==> src/rtl/pipeline_ctrl.sv <==
// Stall/flush sequencer for the 5-stage RV32I pipeline: merges memory wait,
// EX redirect and load-use hazard into register enables/flushes, with counters and DMEM timeout.
module pipeline_ctrl #(
  parameter int CNT_W        = 16,
  parameter int DMEM_TIMEOUT = 64
) (
  input  logic             clk_i,
  input  logic             rst_ni,
  input  logic             load_use_i,
  input  logic             redirect_EX_i,
  input  logic             dmem_req_MEM_i,
  input  logic             dmem_ready_i,
  output logic             pc_en,
  output logic             IF_ID_en,
  output logic             ID_EX_en,
  output logic             EX_MEM_en,
  output logic             MEM_WB_en,
  output logic             IF_ID_flush,
  output logic             ID_EX_flush,
  output logic             MEM_WB_flush,
  output logic             dmem_err_o,
  output logic [CNT_W-1:0] stall_cnt_o,
  output logic [CNT_W-1:0] flush_cnt_o
);

  localparam int WC_W = $clog2(DMEM_TIMEOUT + 1);

  // Control vector layout: {pc, IF_ID, ID_EX, EX_MEM, MEM_WB enables, IF_ID, ID_EX, MEM_WB flushes}
  localparam logic [7:0] CTL_STALL = 8'b00000_001;
  localparam logic [7:0] CTL_OFF   = 8'b00000_000;

  typedef enum logic [1:0] {
    RUN       = 2'b00,
    DMEM_WAIT = 2'b01,
    ERR       = 2'b10
  } state_t;

  state_t            state_r, state_nxt_s;
  logic [WC_W-1:0]   wait_cnt_r, wait_cnt_nxt_s;
  logic [CNT_W-1:0]  stall_cnt_r, flush_cnt_r;
  logic              err_r;
  logic              memwait_s;
  logic              flush_evt_s;
  logic              stall_evt_s;
  logic [7:0]        ctl_s;

  // Redirect outranks load-use since the younger instruction is flushed anyway.
  function automatic logic [7:0] run_rules(input logic rd, input logic lu);
    logic [7:0] v;
    if (rd) begin
      v = 8'b11111_110;
    end else if (lu) begin
      v = 8'b00111_010;
    end else begin
      v = 8'b11111_000;
    end
    return v;
  endfunction

  assign memwait_s = dmem_req_MEM_i & ~dmem_ready_i;

  // Next-state and control decode.
  always_comb begin
    ctl_s          = CTL_OFF;
    state_nxt_s    = state_r;
    wait_cnt_nxt_s = wait_cnt_r;
    flush_evt_s    = 1'b0;
    case (state_r)
      RUN: begin
        if (memwait_s) begin
          ctl_s          = CTL_STALL;
          state_nxt_s    = DMEM_WAIT;
          wait_cnt_nxt_s = WC_W'(1);
        end else begin
          ctl_s       = run_rules(redirect_EX_i, load_use_i);
          flush_evt_s = redirect_EX_i;
        end
      end
      DMEM_WAIT: begin
        if (memwait_s) begin
          ctl_s = CTL_STALL;
          if (wait_cnt_r == WC_W'(DMEM_TIMEOUT)) begin
            state_nxt_s = ERR;
          end else begin
            wait_cnt_nxt_s = wait_cnt_r + WC_W'(1);
          end
        end else begin
          // Ready, or request withdrawn: the access counts as complete.
          ctl_s       = run_rules(redirect_EX_i, load_use_i);
          flush_evt_s = redirect_EX_i;
          state_nxt_s = RUN;
        end
      end
      ERR: begin
        ctl_s = CTL_OFF;
      end
      default: begin
        ctl_s       = CTL_OFF;
        state_nxt_s = ERR;
      end
    endcase
  end

  assign stall_evt_s = ~ctl_s[7] & (state_r != ERR);

  // State, wait counter, sticky error and saturating event counters.
  always_ff @(posedge clk_i or negedge rst_ni) begin
    if (!rst_ni) begin
      state_r     <= RUN;
      wait_cnt_r  <= '0;
      err_r       <= 1'b0;
      stall_cnt_r <= '0;
      flush_cnt_r <= '0;
    end else begin
      state_r    <= state_nxt_s;
      wait_cnt_r <= wait_cnt_nxt_s;
      if (state_nxt_s == ERR) begin
        err_r <= 1'b1;
      end else begin
        err_r <= err_r;
      end
      if (stall_evt_s && (stall_cnt_r != {CNT_W{1'b1}})) begin
        stall_cnt_r <= stall_cnt_r + CNT_W'(1);
      end else begin
        stall_cnt_r <= stall_cnt_r;
      end
      if (flush_evt_s && (flush_cnt_r != {CNT_W{1'b1}})) begin
        flush_cnt_r <= flush_cnt_r + CNT_W'(1);
      end else begin
        flush_cnt_r <= flush_cnt_r;
      end
    end
  end

  // Reset forces enables low and flushes high without waiting for a clock.
  assign pc_en        = rst_ni & ctl_s[7];
  assign IF_ID_en     = rst_ni & ctl_s[6];
  assign ID_EX_en     = rst_ni & ctl_s[5];
  assign EX_MEM_en    = rst_ni & ctl_s[4];
  assign MEM_WB_en    = rst_ni & ctl_s[3];
  assign IF_ID_flush  = ~rst_ni | ctl_s[2];
  assign ID_EX_flush  = ~rst_ni | ctl_s[1];
  assign MEM_WB_flush = ~rst_ni | ctl_s[0];
  assign dmem_err_o   = err_r;
  assign stall_cnt_o  = stall_cnt_r;
  assign flush_cnt_o  = flush_cnt_r;

endmodule

==> config.mk <==
export PLATFORM = sky130hd
export DESIGN_NAME = pipeline_ctrl
export DESIGN_NICKNAME = d
export VERILOG_FILES = /design/src/rtl/pipeline_ctrl.sv
export SDC_FILE = /design/constraint.sdc
export NUM_CORES = 1
export LEC_CHECK = 0
export ABC_CLOCK_PERIOD_IN_PS = 2600
export CORE_MARGIN = 2
export CORE_UTILIZATION = 54
export CTS_CLUSTER_DIAMETER = 150
export DETAILED_ROUTE_END_ITERATION = 8
export HOLD_SLACK_MARGIN = 0.03
export PLACE_DENSITY = 0.87
export SLEW_MARGIN = 20
export SYNTH_ARGS = -nofsm -noshare
export SYNTH_HDL_FRONTEND = slang
export SYNTH_SLANG_ARGS = --single-unit
==> constraint.sdc <==
create_clock -name clk_i -period 2.6 [get_ports clk_i]
set_input_delay 0.39 -clock clk_i [delete_from_list [all_inputs] [get_ports clk_i]]
set_output_delay 0.39 -clock clk_i [all_outputs]
set_load 0.02 [all_outputs]
==> results of run 1 <==
flip-flops by register name, summed over array words and instances, names as in the netlist:
signal / cells
dmem_err_o: 1
flush_cnt_o: 16
stall_cnt_o: 16
state_r: 2
wait_cnt_r: 7
cells by family after synthesis:
kind of cell	share of synthesized area
AND/OR/NAND/NOR	0.245
multiplexers	0.0319
XOR/XNOR	0.0950
flip-flops	0.496
AO/OA/AOI/OAI	0.0826
adder cells (fa/ha/maj)	0.0236
buffers and inverters	0.0266
worst min path at each step:
stage                     startpoint             end  slack [ns]
after floorplan               rst_ni      dmem_err_o        0.09
after global placement        rst_ni  flush_cnt_o[6]        0.39
after detailed placement      rst_ni  flush_cnt_o[6]        0.38
after CTS                     rst_ni  flush_cnt_o[4]        0.06
after global routing          rst_ni  flush_cnt_o[6]        0.08
final                         rst_ni  flush_cnt_o[4]        0.06
cells in the mapped netlist (2+ instances only):
library cell and number:
buf_4 3, nand3_1 18, and4_1 2, nor2b_1 4
nor2_1 10, xor2_1 13, a22o_1 4, nor3b_1 2
dfrtp_1 42, a31oi_1 3, a21oi_1 7, inv_1 7
o21ai_0 4, ha_1 4, nand2_1 26, nand4b_1 2
clkbuf_1 2, and2_1 2, nor3_1 11, xnor2_1 10
nor4_1 2, mux2_2 5, or4_1 2, nand2b_1 3
nor2_2 2, a21o_1 3
power by group:
| part | total (W) | switching [W] | internal [W] |
|---|---|---|---|
| clock | 0.000391 | 0.000211 | 0.000180 |
| sequential | 0.000664 | 0.00000671 | 0.000658 |
| combinational | 0.0000576 | 0.0000327 | 0.0000249 |
| total | 0.00111 | 0.000250 | 0.000863 |
layout by cell type, fill, tap and decap left out, types with 4 or more instances in the layout:
master / instances
xor2_1: 13
nor3_1: 11
clkdlybuf4s50_1: 45
dfrtp_1: 42
a21oi_1: 7
nand3_1: 18
clkbuf_8: 5
nor2_1: 10
nor2b_1: 4
nand2_1: 26
xnor2_1: 10
a22o_1: 4
mux2_2: 5
o21ai_0: 4
ha_1: 4
inv_1: 7
metal layers:
| layer | GRT usage | share of wire | up-vias |
|---|---|---|---|
| li1 | - | - | 834 |
| met4 | 0.0867 | 0.0087 | 0 |
| met2 | 0.370 | 0.47 | 51 |
| met1 | 0.303 | 0.47 | 847 |
| met5 | 0 | 0 | - |
| met3 | 0.0507 | 0.051 | 4 |
metrics by stage:
| step | setup slack (ns) | area, sq um | std cells | total power [W] | util |
|---|---|---|---|---|---|
| 3_3_place_gp | 0.190 | 2630 | 302 | 0.000734 | 0.707 |
| 4_1_cts | 0.127 | 2710 | 309 | 0.00112 | 0.729 |
| 6_report | 0.124 | 2710 | 309 | 0.00111 | 0.729 |
| 3_5_place_dp | 0.127 | 2630 | 302 | 0.000736 | 0.707 |
| 5_1_grt | 0.0455 | 2710 | 309 | 0.00116 | 0.729 |
| 2_1_floorplan | 0.845 | 2120 | 210 | 0.000694 | - |
final cells by class:
cell class | instances | area [sq um] | area share
clock buffer | 5 | 68.8 | 0.0254
clock inverter | 2 | 10.0 | 0.00370
inverter | 7 | 26.3 | 0.00970
multi-input combinational | 156 | 1010 | 0.374
sequential | 42 | 1050 | 0.388
tap | 48 | 60.1 | 0.0222
timing repair buffer | 49 | 478 | 0.177
==> flow_summary.json, run 1 <==
{
  "globalplace.congestion": 0.830,
  "clk_pin_slew_ns": 0.08,
  "grt_pass1_wl_um": 7700,
  "h-tree-depth": 2,
  "yosysSeqAreaShare": 0.496,
  "initial_utilization": 0.571,
  "slowest_delay_ns": 0.61,
  "routedWlPerCell_um": 14.6,
  "worstMarginPinSlew_ns": 0.696,
  "maxCapViolCount": 0,
  "ys_types": 43,
  "grt_overflow": 0,
  "dieArea_sq_um": 4440,
  "path_max_fanout": 4,
  "drt-total-wl_um": 4510,
  "worstPathRequired_ns": 2.21,
  "cp_common_cell": "clkdlybuf4s50_1",
  "insertion_delay_ns": 0.29,
  "cts_resized": 0,
  "cp-endpoint": "pc_en",
  "cp_slowest_cell": "clkdlybuf4s50_1",
  "numCtsBuffers": 5,
  "synth_area_sq_um": 2120,
  "start_kind": "input port",
  "ys_seq_elements": 42,
  "die_h_um": 66.7,
  "die_x_um": 66.7,
  "cts_tree": "done",
  "ir_drop_v": 0.000429,
  "holdWs_ns": 0.0611,
  "path_depth": 5,
  "path_cells": "clkdlybuf4s50_1 -> nand2b_1 -> and3_1 -> and2_1 -> clkdlybuf4s50_1",
  "drt_first_pass_iters": 4,
  "relSlewSlack": 0.532,
  "ys.flop_type": "dfrtp_1",
  "endpoint_kind": "primary output",
  "hold_class": "input port to asynchronous set/reset pin",
  "cp_top_family": "buffers and inverters",
  "io_pins": 47,
  "synth-edff-count": 0,
  "r2r_setup_slack_ns": 0.75,
  "vias_per_cell": 5.62,
  "synth_top_area_cell": "dfrtp_1",
  "nNetsFinal": 271,
  "hold_viol": 0,
  "cts_root_buf": "clkbuf_8",
  "r2r_cells": 5,
  "grt_pass1_vias": 1685,
  "layout_min_cycle_time_ns": 2.48,
  "portBuffers": 46,
  "fp-row-count": 22,
  "n_antenna_cell": 0,
  "critPathKind": "input port to primary output",
  "yosysTopAreaCellShare": 0.496,
  "outcome": "complete, no violations",
  "r2r-start": "state_r[0]",
  "arrival_ns": 2.09,
  "drv_slew": 0,
  "critPathBufInv": 2,
  "p_leak_nw": 1.17,
  "finalSetupViolCount": 0,
  "drt_iter0_drc": 91,
  "r2r_end": "stall_cnt_o[15]",
  "synth_warnings": 0,
  "postCtsSetupBuffers": 0,
  "antenna_left": 0,
  "clockBufferDepth": 2,
  "grt_max_degree": 31,
  "antenna_found_initial": 0,
  "design.core.area_sq_um": 3720,
  "ctsHoldBuffers": 0,
  "p_per_area_nw_per_um2": 411,
  "async_flop_share": 1.00,
  "synth_nets": 220,
  "fin_skew_ns": 0.00707,
  "drc": 0,
  "synthCells": 210,
  "rsz0062_at_grt": "false",
  "fmax_mhz": 404,
  "dp_hpwl_um": 3440,
  "synth_area_per_cell_sq_um": 10.1,
  "synthTopCellsByArea": "dfrtp_1, xor2_1, nand2_1, nand3_1, xnor2_1",
  "grtUsageTotal": 0.230,
  "timing.setup.tns_ns": 0,
  "setup.worst_path.start": "dmem_ready_i",
  "cts_sinks": 42,
  "fin_crit_sh": 0.952,
  "fillers": 298,
  "drive_above_1_share": 0.103,
  "vias": 1736,
  "area_growth_pct": 27.7
}
Power figures use the tool's default switching activity.
==> inputs of run 2 (changes only) <==
- RECOVER_POWER: unset -> 25
==> flow_summary.json, run 2 (synthesized netlist as in run 1, its figures left out) <==
{
  "outcome": "finished with violations",
  "violations": "capacitance limit, slew limit",
  "mostFrequentLayoutCells": "clkdlybuf4s50_1, dfrtp_1, nand2_1",
  "top_layer": "met4",
  "path_cells": "clkdlybuf4s50_1 -> nand2b_1 -> and3_1 -> and2_1 -> clkdlybuf4s50_1",
  "arrival_ns": 2.09,
  "grt_pass1_vias": 1685,
  "grt_pass1_wl_um": 7700,
  "globalplace.congestion": 0.830,
  "fin_ws_ns": 0.124,
  "grt_overflow": 0,
  "p_per_area_nw_per_um2": 412,
  "design.core.area_sq_um": 3720,
  "area_growth_pct": 27.3,
  "cp-endpoint": "pc_en",
  "critPathBufInv": 2,
  "final_common_cell": "clkdlybuf4s50_1",
  "p_leak_nw": 1.16,
  "cts_resized": 0,
  "r2r_cells": 5,
  "grt_max_degree": 31,
  "clk_pin_slew_ns": 0.08,
  "timing.setup.tns_ns": 0,
  "drive_above_1_share": 0.0920,
  "start_kind": "input port",
  "h-tree-depth": 2,
  "insertion_delay_ns": 0.29,
  "post-route-util": 0.726,
  "wl_met2_um": 2120,
  "cts_sinks": 42,
  "die_h_um": 66.7,
  "path_max_fanout": 4,
  "drt-total-wl_um": 4510,
  "r2r_setup_slack_ns": 0.75,
  "rsz0062_at_grt": "false",
  "critPathKind": "input port to primary output",
  "place_ws_ns": 0.127,
  "routedWlPerCell_um": 14.6,
  "wl_met3_um": 230,
  "numCtsBuffers": 5,
  "ir_drop_v": 0.000429,
  "nNetsFinal": 271,
  "hold_viol": 0,
  "worstMarginPinSlew_ns": 1.53,
  "drt_first_pass_iters": 4,
  "postCtsSetupBuffers": 0,
  "finalSetupViolCount": 0,
  "grtUsageTotal": 0.230,
  "met1_length_um": 2120,
  "fin_skew_ns": 0.00707,
  "antenna_left": 0,
  "vias": 1736,
  "portBuffers": 46,
  "r2r_end": "stall_cnt_o[15]",
  "relSlewSlack": -0.0195,
  "clockBufferDepth": 2,
  "worstPathRequired_ns": 2.21,
  "fin_crit_sh": 0.952,
  "drv_slew": 31,
  "endpoint_kind": "primary output",
  "ctsHoldBuffers": 0,
  "hold_class": "input port to asynchronous set/reset pin",
  "path_depth": 5,
  "r2r-start": "state_r[0]",
  "maxCapViolCount": 1,
  "slowest_delay_ns": 0.61,
  "fp-row-count": 22,
  "dieArea_sq_um": 4440,
  "cts_tree": "done",
  "cp_slowest_cell": "clkdlybuf4s50_1",
  "layout_min_cycle_time_ns": 2.48,
  "n_antenna_cell": 0,
  "antenna_found_initial": 0,
  "setup.worst_path.start": "dmem_ready_i",
  "cp_top_family": "buffers and inverters",
  "die_x_um": 66.7,
  "io_pins": 47,
  "initial_utilization": 0.571,
  "drc": 0,
  "vias_per_cell": 5.62,
  "cp_common_cell": "clkdlybuf4s50_1",
  "cts_root_buf": "clkbuf_8",
  "drt_iter0_drc": 104,
  "fmax_mhz": 404,
  "dp_hpwl_um": 3440
}
run 2: changes by cell type in the layout (fill, tap and decap cells not counted), sizes merged:
| cell | change |
|---|---|
| clkbuf | +3 |
| buf | -3 |
run 2: cell type report:
| type | instances | area, sq um |
|---|---|---|
| timing repair buffer | 49 | 469 |
| inverter | 7 | 26.3 |
| clock inverter | 2 | 10.0 |
| sequential | 42 | 1050 |
| clock buffer | 5 | 68.8 |
| fill | 303 | 1020 |
| multi-input combinational | 156 | 1010 |
| tap | 48 | 60.1 |
run 2: worst min path at each step:
stage	endpoint	startpoint	slack, ns	depth (start not counted)
after floorplan	dmem_err_o	rst_ni	0.09	0
after global placement	flush_cnt_o[6]	rst_ni	0.39	2
after detailed placement	flush_cnt_o[6]	rst_ni	0.38	2
after CTS	flush_cnt_o[4]	rst_ni	0.06	2
after global routing	flush_cnt_o[4]	rst_ni	0.38	2
final	flush_cnt_o[4]	rst_ni	0.30	2
run 2: layer usage:
layer	up-vias	track usage
li1	834	-
met1	847	0.303
met2	51	0.370
met3	4	0.0507
met4	0	0.0867
met5	-	0
run 2: through the flow:
step           hold slack, ns  std cells  cell area (sq um)  total power (W)
4_1_cts                0.0635        309               2710          0.00112
6_report                0.303        309               2700          0.00111
2_1_floorplan          0.0944        210               2120         0.000694
3_3_place_gp            0.385        302               2630         0.000734
3_5_place_dp            0.378        302               2630         0.000736
5_1_grt                 0.381        309               2700          0.00115
run 2: report_power, final:
group | switching (W) | internal [W] | leakage (nW)
Clock | 0.000211 | 0.000180 | 0.0438
Sequential | 0.00000672 | 0.000658 | 0.535
Combinational | 0.0000326 | 0.0000233 | 0.585
Total | 0.000251 | 0.000861 | 1.16
